File: src/rtl/hack_alu_pkg.sv
// Shared definitions for the Hack ALU: the default datapath width and the
// six-bit control word.
package hack_alu_pkg;

  localparam int WIDTH_DEFAULT = 16;

  typedef struct packed {
    logic zx;
    logic nx;
    logic zy;
    logic ny;
    logic f;
    logic no;
  } alu_ctrl_t;

endpackage

File: src/rtl/hack_alu_prep.sv
// Operand preconditioning: optionally force the operand to zero, then
// optionally invert it. Purely combinational.
module hack_alu_prep #(
  parameter int WIDTH = hack_alu_pkg::WIDTH_DEFAULT
) (
  input  logic [WIDTH-1:0] a,
  input  logic             z,
  input  logic             n,
  output logic [WIDTH-1:0] b
);

  logic [WIDTH-1:0] a_zeroed;

  // Zeroing comes first, so z=1 with n=1 yields all ones.
  assign a_zeroed = z ? '0 : a;
  assign b        = n ? ~a_zeroed : a_zeroed;

endmodule

File: src/rtl/hack_alu.sv
// Hack ALU with a single output register stage: out, zr and ng are captured
// together from one sampled operation, with out_valid marking fresh results.
module hack_alu
  import hack_alu_pkg::*;
#(
  parameter int WIDTH = WIDTH_DEFAULT
) (
  input  logic             clk,
  input  logic             rst,
  input  logic             in_valid,
  input  logic [WIDTH-1:0] x,
  input  logic [WIDTH-1:0] y,
  input  logic             zx,
  input  logic             nx,
  input  logic             zy,
  input  logic             ny,
  input  logic             f,
  input  logic             no,
  output logic [WIDTH-1:0] out,
  output logic             zr,
  output logic             ng,
  output logic             out_valid
);

  alu_ctrl_t        ctrl;
  logic [WIDTH-1:0] xb;
  logic [WIDTH-1:0] yb;
  logic [WIDTH-1:0] r;
  logic [WIDTH-1:0] result;

  assign ctrl = '{zx: zx, nx: nx, zy: zy, ny: ny, f: f, no: no};

  hack_alu_prep #(.WIDTH(WIDTH)) u_prep_x (
    .a (x),
    .z (ctrl.zx),
    .n (ctrl.nx),
    .b (xb)
  );

  hack_alu_prep #(.WIDTH(WIDTH)) u_prep_y (
    .a (y),
    .z (ctrl.zy),
    .n (ctrl.ny),
    .b (yb)
  );

  // NOTE: every always_comb output gets a value on every path, so no latch is inferred.
  always_comb begin
    r      = '0;
    result = '0;
    // The sum is truncated to WIDTH bits; the carry out is deliberately lost.
    if (ctrl.f) r = xb + yb;
    else        r = xb & yb;
    result = ctrl.no ? ~r : r;
  end

  // Flags are registered from the same result as out, so they never disagree.
  // NOTE: state registers use non-blocking assignments so all flops update together.
  always_ff @(posedge clk) begin
    if (rst) begin
      out       <= '0;
      zr        <= 1'b1;
      ng        <= 1'b0;
      out_valid <= 1'b0;
    end else if (in_valid) begin
      out       <= result;
      zr        <= (result == '0);
      ng        <= result[WIDTH-1];
      out_valid <= 1'b1;
    end else begin
      out_valid <= 1'b0;
    end
  end

endmodule

File: config.mk
export PLATFORM = sky130hd
export DESIGN_NAME = hack_alu
export DESIGN_NICKNAME = d
export VERILOG_FILES = /design/src/rtl/hack_alu_pkg.sv /design/src/rtl/hack_alu_prep.sv /design/src/rtl/hack_alu.sv
export SDC_FILE = /design/constraint.sdc
export NUM_CORES = 1
export LEC_CHECK = 0
export ABC_CLOCK_PERIOD_IN_PS = 6000
export CAP_MARGIN = 30
export CORE_ASPECT_RATIO = 1.1
export CORE_MARGIN = 2
export CORE_UTILIZATION = 55
export CTS_CLUSTER_DIAMETER = 120
export CTS_CLUSTER_SIZE = 24
export DETAILED_ROUTE_END_ITERATION = 8
export GPL_ROUTABILITY_DRIVEN = 1
export PLACE_DENSITY_LB_ADDON = 0.1
export SETUP_SLACK_MARGIN = 0.02
export SYNTH_ARGS = -nofsm -noshare
export SYNTH_HDL_FRONTEND = slang
export SYNTH_SLANG_ARGS = --single-unit
export TNS_END_PERCENT = 100
File: constraint.sdc
create_clock -name clk -period 6 [get_ports clk]
set_input_delay 0.9 -clock clk [delete_from_list [all_inputs] [get_ports clk]]
set_output_delay 0.9 -clock clk [all_outputs]
set_load 0.01 [all_outputs]
After elaboration in Yosys (flattened, before gate mapping)
Cells that the tools add are included.
{ "word_totals": {"ff_bits": 19, "out_inout_bits": 19} }
{ "classes": {"n_addsub": 1, "muxes": 7, "bitwise_logic": 4, "reduce_logical": 1} }
{ "ops": {"columns": ["operator", "n"], "rows": [
  ["$mux 16", 6],
  ["$not 16->16", 3],
  ["$add 16x16->16", 1],
  ["$and 16x16->16", 1],
  ["$logic_not 16->1", 1],
  ["$mux 1", 1]
]} }

Longest topological paths before layout
{ "logic_depth": {"depth_word": 8, "depth_mapped": 13, "mapped_depth_nobuf": 12} }

By module
From an unflattened synthesis, not the netlist that was laid out.
{ "unflattened": {"hier_cells": 304, "area_unflattened_um2": 2765.2} }
{ "modules_own_cells": {"columns": ["mod", "instances", "cells_per_inst", "area_per_inst_um2"], "rows": [
  ["hack_alu", 1, 234, 1899.3],
  ["hack_alu_prep", 2, 35, 432.9]
]} }

Worst setup path before layout
OpenSTA, ideal clock, no wires.
{ "synth_timing": {"path_type": "input port to flip-flop", "from": "in ny", "to": "reg zr", "setup_ns": 0.084, "arrival_ns": 3.982, "setup_slack_ns": 1.934, "cell_stages": 12, "n_path_buf": 2, "path_cell_list": "clkbuf_1 > buf_1 > xnor2_1 > ha_1 > a211oi_2 > o21ai_2 > o2111a_2 > or4_4 > a31oi_4 > and4_1 > o221ai_2 > o31ai_2"} }
{ "synth_between": {"elab_chain_cells": 6, "elab_cells_between_ends": 7} }
{ "synth_rtl": {"columns": ["element", "line", "text"], "rows": [
  ["from (decl)", "hack_alu.sv:16", "input logic ny,"],
  ["$mux 16 (*)", "hack_alu_prep.sv:16", "assign b = n ? ~a_zeroed : a_zeroed;"],
  ["$add 16x16->16 / $and 16x16->16 (equally long branches)", "hack_alu.sv:52, hack_alu.sv:53", null],
  ["$mux 16 (*)", "hack_alu.sv:52", "if (ctrl.f) r = xb + yb;"],
  ["$not 16->16", "hack_alu.sv:54", "result = ctrl.no ? ~r : r;"],
  ["$mux 16 (*)", "hack_alu.sv:54", null],
  ["$logic_not 16->1 (*)", "hack_alu.sv:67", "zr <= (result == '0);"],
  ["to (signal assigned)", "hack_alu.sv:67", null],
  ["to (decl)", "hack_alu.sv:20", "output logic zr,"]
]} }
Mark *: on every way between the ends. The rest lies on a longest branch, timed or not.
A chain may end at the register's enable or synchronous reset.

Final worst setup path
{ "layout_timing": {"from": "in nx", "to": "reg zr"} }
{ "layout_between": {"elab_chain_cells": 6, "elab_cells_between_ends": 7} }
{ "layout_rtl": {"columns": ["element", "line", "text"], "rows": [
  ["from (decl)", "hack_alu.sv:14", "input logic nx,"],
  ["$mux 16 (*)", "hack_alu_prep.sv:16", null],
  ["$add 16x16->16 / $and 16x16->16 (equally long branches)", "hack_alu.sv:52, hack_alu.sv:53", null],
  ["$mux 16 (*)", "hack_alu.sv:52", null],
  ["$not 16->16", "hack_alu.sv:54", null],
  ["$mux 16 (*)", "hack_alu.sv:54", null],
  ["$logic_not 16->1 (*)", "hack_alu.sv:67", null]
]} }
Marks and branches as above.

==> impl_metrics.yaml <==
hold_path:
  hold_depth: 2
  hold_path_class: "flop to flop"
critical_path:
  cp_slowest_stage_delay_ns: 1.04
  cp-start-kind: "primary input"
  crit_required_ns: 6.17
  worst-setup-path-type: "primary input to flop"
  crit_buf_inv: 1
  worst-path-max-fanout: 16
  critical_path_depth: 12
  crit_arrival_ns: 4.68
  cp_common_cell: "and4_1"
  cp_cell_sequence: "clkdlybuf4s50_1 -> xnor2_1 -> ha_1 -> fa_1 -> a21o_2 -> and4_1 -> o21ai_0 -> nand4b_1 -> a32oi_1 -> and4_1 -> o221ai_2 -> o31ai_2"
  worst_setup_path_end_kind: "flop"
  ff2ff_path_depth: 2
  cp_slowest_cell: "clkdlybuf4s50_1"
  critical-path-top-delay-family: "compound AO/OA/AOI/OAI gates"
yosys:
  synthCells: 322
  synthDistinctLibCells: 61
  syn_area_um2: 2492
  ys_warn_count: 0
  synth_edf_count: 0
  syn_nets: 380
  synth_ff_type: "dfxtp_1"
  ys_ff_latch: 18
  ys_async_sr_fraction_pct: 0
  avgSynthCellArea_um2: 7.740
  ys_seq_area_share_pct: 14.46
global_routing:
  first_global_vias: 2109
  antenna_found_initial: 0
  grt_usage_pct: 21.75
  grt_pass1_wl_um: 8914
  grt_overflow: 0
  grt_max_degree: 30
final_layout:
  multi_input_area_um2: 2034
  nets: 428
  fillCellCount: 372
  final-seq-area_um2: 360.3
  num_antenna_cells: 0
  fin_area_um2: 3149
  area_growth_pct: 26.36
  drive_gt1_share_pct: 5.691
cts:
  clk_pin_slew_ns: 0.06
  cts_root_buf: "clkbuf_8"
  cts_setup_buffers: 0
  clkSinkCount: 18
  cts_htree_levels: 1
  tritoncts: "yes"
  cts_max_path_buffers: 2
  cts_buffers: 3
  postCtsHoldBufs: 0
  clk_latency_ns: 0.24
  ctsResizeCount: 0
timing:
  tightest_slew_ns: 0.8657
  final.setup.tns_ns: 0
  fin_skew_ns: 0
  hold_viol_final: 0
  timing.fmax_mhz: 221.5
  setup_viol: 0
  period_share_pct: 75.25
  fin_crit_ns: 4.515
  drv_slew: 0
  rsz0062_at_grt: "no"
  slew_headroom_pct: 42.11
die:
  die_w_um: 68.19
  die_y_um: 74.60
  num_io_pins: 60
  rows: 25
  coreArea_um2: 4317
  die_area_um2: 5087
  start_util_pct: 57.74
power:
  leakage_uw: 0.001188
  peakVddDrop_mv: 0.07123
  p_per_area_nw_per_um2: 199.8
routing:
  routed_wl_um: 5405
  drt_iter0_markers: 66
  first_pass_iters: 4
  wl_per_cell_um: 12.78
  vias_per_cell: 5.747
  vias: 2431
  drc: 0
  ant_nets: 0
placed_design:
  dp_hpwl_um: 4593
  port_buffers: 59
  placed_cell_area_um2: 3094
  gp_congestion: 0.8800
run:
  maxCapViolCount: 0
outcome:
  status: "complete, no violations"
==> tightest hold or removal path: stages, from the launching register on <==
cell,delay (ns)
dfxtp_1,0.31
nand2_1,0.07
a21oi_1,0.05
==> synth_stat cells (2+ instances only) <==
master	count	area (µm²)
nand2b_1	35	219.0
nor2b_1	4	25.02
buf_1	5	18.77
and3_1	3	18.77
xnor2_1	47	411.6
nor3_1	8	40.04
a211oi_1	9	67.56
a21o_1	2	15.01
nand3_1	7	35.03
nand2_1	14	52.55
o21bai_1	2	15.01
buf_2	3	15.01
dfxtp_1	18	360.4
and4b_1	3	30.03
clkbuf_1	10	37.54
a21oi_1	21	105.1
and4_1	3	26.28
nand3b_1	6	45.04
nand4_1	3	18.77
o21ai_0	8	40.04
mux2i_1	15	150.1
ha_1	16	200.2
inv_1	4	15.01
nor2_1	29	108.9
nor4_1	4	25.02
o211ai_1	7	52.55
o31ai_1	2	15.01
==> registers in the layout (all words and copies together), names as in the netlist <==
signal	count
out	16
zr	1
out_valid	1
==> cell usage in the layout (no fill, tap or decap), drive strengths merged, types with 2 or more instances in the layout <==
master         count
nand4              3
nor2b              4
nand3b             6
clkdlybuf4s50     59
o211ai             7
nor4               4
nand2             14
clkbuf             4
or4                2
nand3              7
buf                3
dfxtp             18
nor2              29
o221ai             2
o21bai             2
nand2b            35
xnor2             47
a211oi            10
a21oi             21
o31ai              3
a21o               3
a22o               2
inv                5
and4               3
nor3               8
mux2i             15
ha                16
o21ai             10
and3               3
and4b              3
==> layout make-up <==
class                      instances  area share, %
sequential                        18          11.44
tap                               54          2.145
clock buffer                       4          1.748
inverter                           5         0.5959
multi-input combinational        280          64.60
timing repair buffer              62          19.47
==> per-layer routing <==
layer / vias up / track usage (%) / part of all wire [%]
met5: - / 0 / 0
met4: 0 / 4.444 / 0.65
met2: 78 / 39.37 / 48
met3: 4 / 1.059 / 4.7
met1: 1100 / 28.36 / 47
li1: 1249 / - / -
==> worst paths after layout <==
path / slack [ns] / from / end
worst max register to register: 5.27 / out[8] / out[8]
worst min-delay path: 0.48 / out[10] / out[10]
worst min register to register: 0.48 / out[10] / out[10]
worst max-delay path: 1.49 / nx / zr
==> power by group <==
part	internal, µW	total [µW]	switching [µW]
logic	191	392	200
clock network	58.1	95.1	37.0
registers	135	143	7.58
==> per-stage QoR <==
| step | hold slack (ns) | std cells | util (%) | worst slack [ns] | power, µW |
|---|---|---|---|---|---|
| after CTS | 0.4829 | 423 | 72.96 | 1.476 | 631.5 |
| after global placement | 0.4545 | 419 | 71.68 | 1.292 | 530.4 |
| after detailed placement | 0.4742 | 419 | 71.68 | 1.230 | 535.1 |
| final | 0.4804 | 423 | 72.96 | 1.485 | 629.2 |
| after floorplan | 0.4831 | 322 | - | 1.934 | 427.4 |
| after global routing | 0.5142 | 423 | 72.96 | 1.323 | 679.7 |
==> cell families (layout without fill, tap and decap cells) <==
group           after synthesis  in the layout  share of synthesized area [%]
simple gates                127            127                          28.61
compound gates               72             72                          20.83
xor+xnor                     48             48                          16.87
buf+inv                      24             71                          3.916
flops                        18             18                          14.46
fa+ha+maj                    17             17                          8.835
mux                          16             16                          6.476
Power figures use the tool's default switching activity.
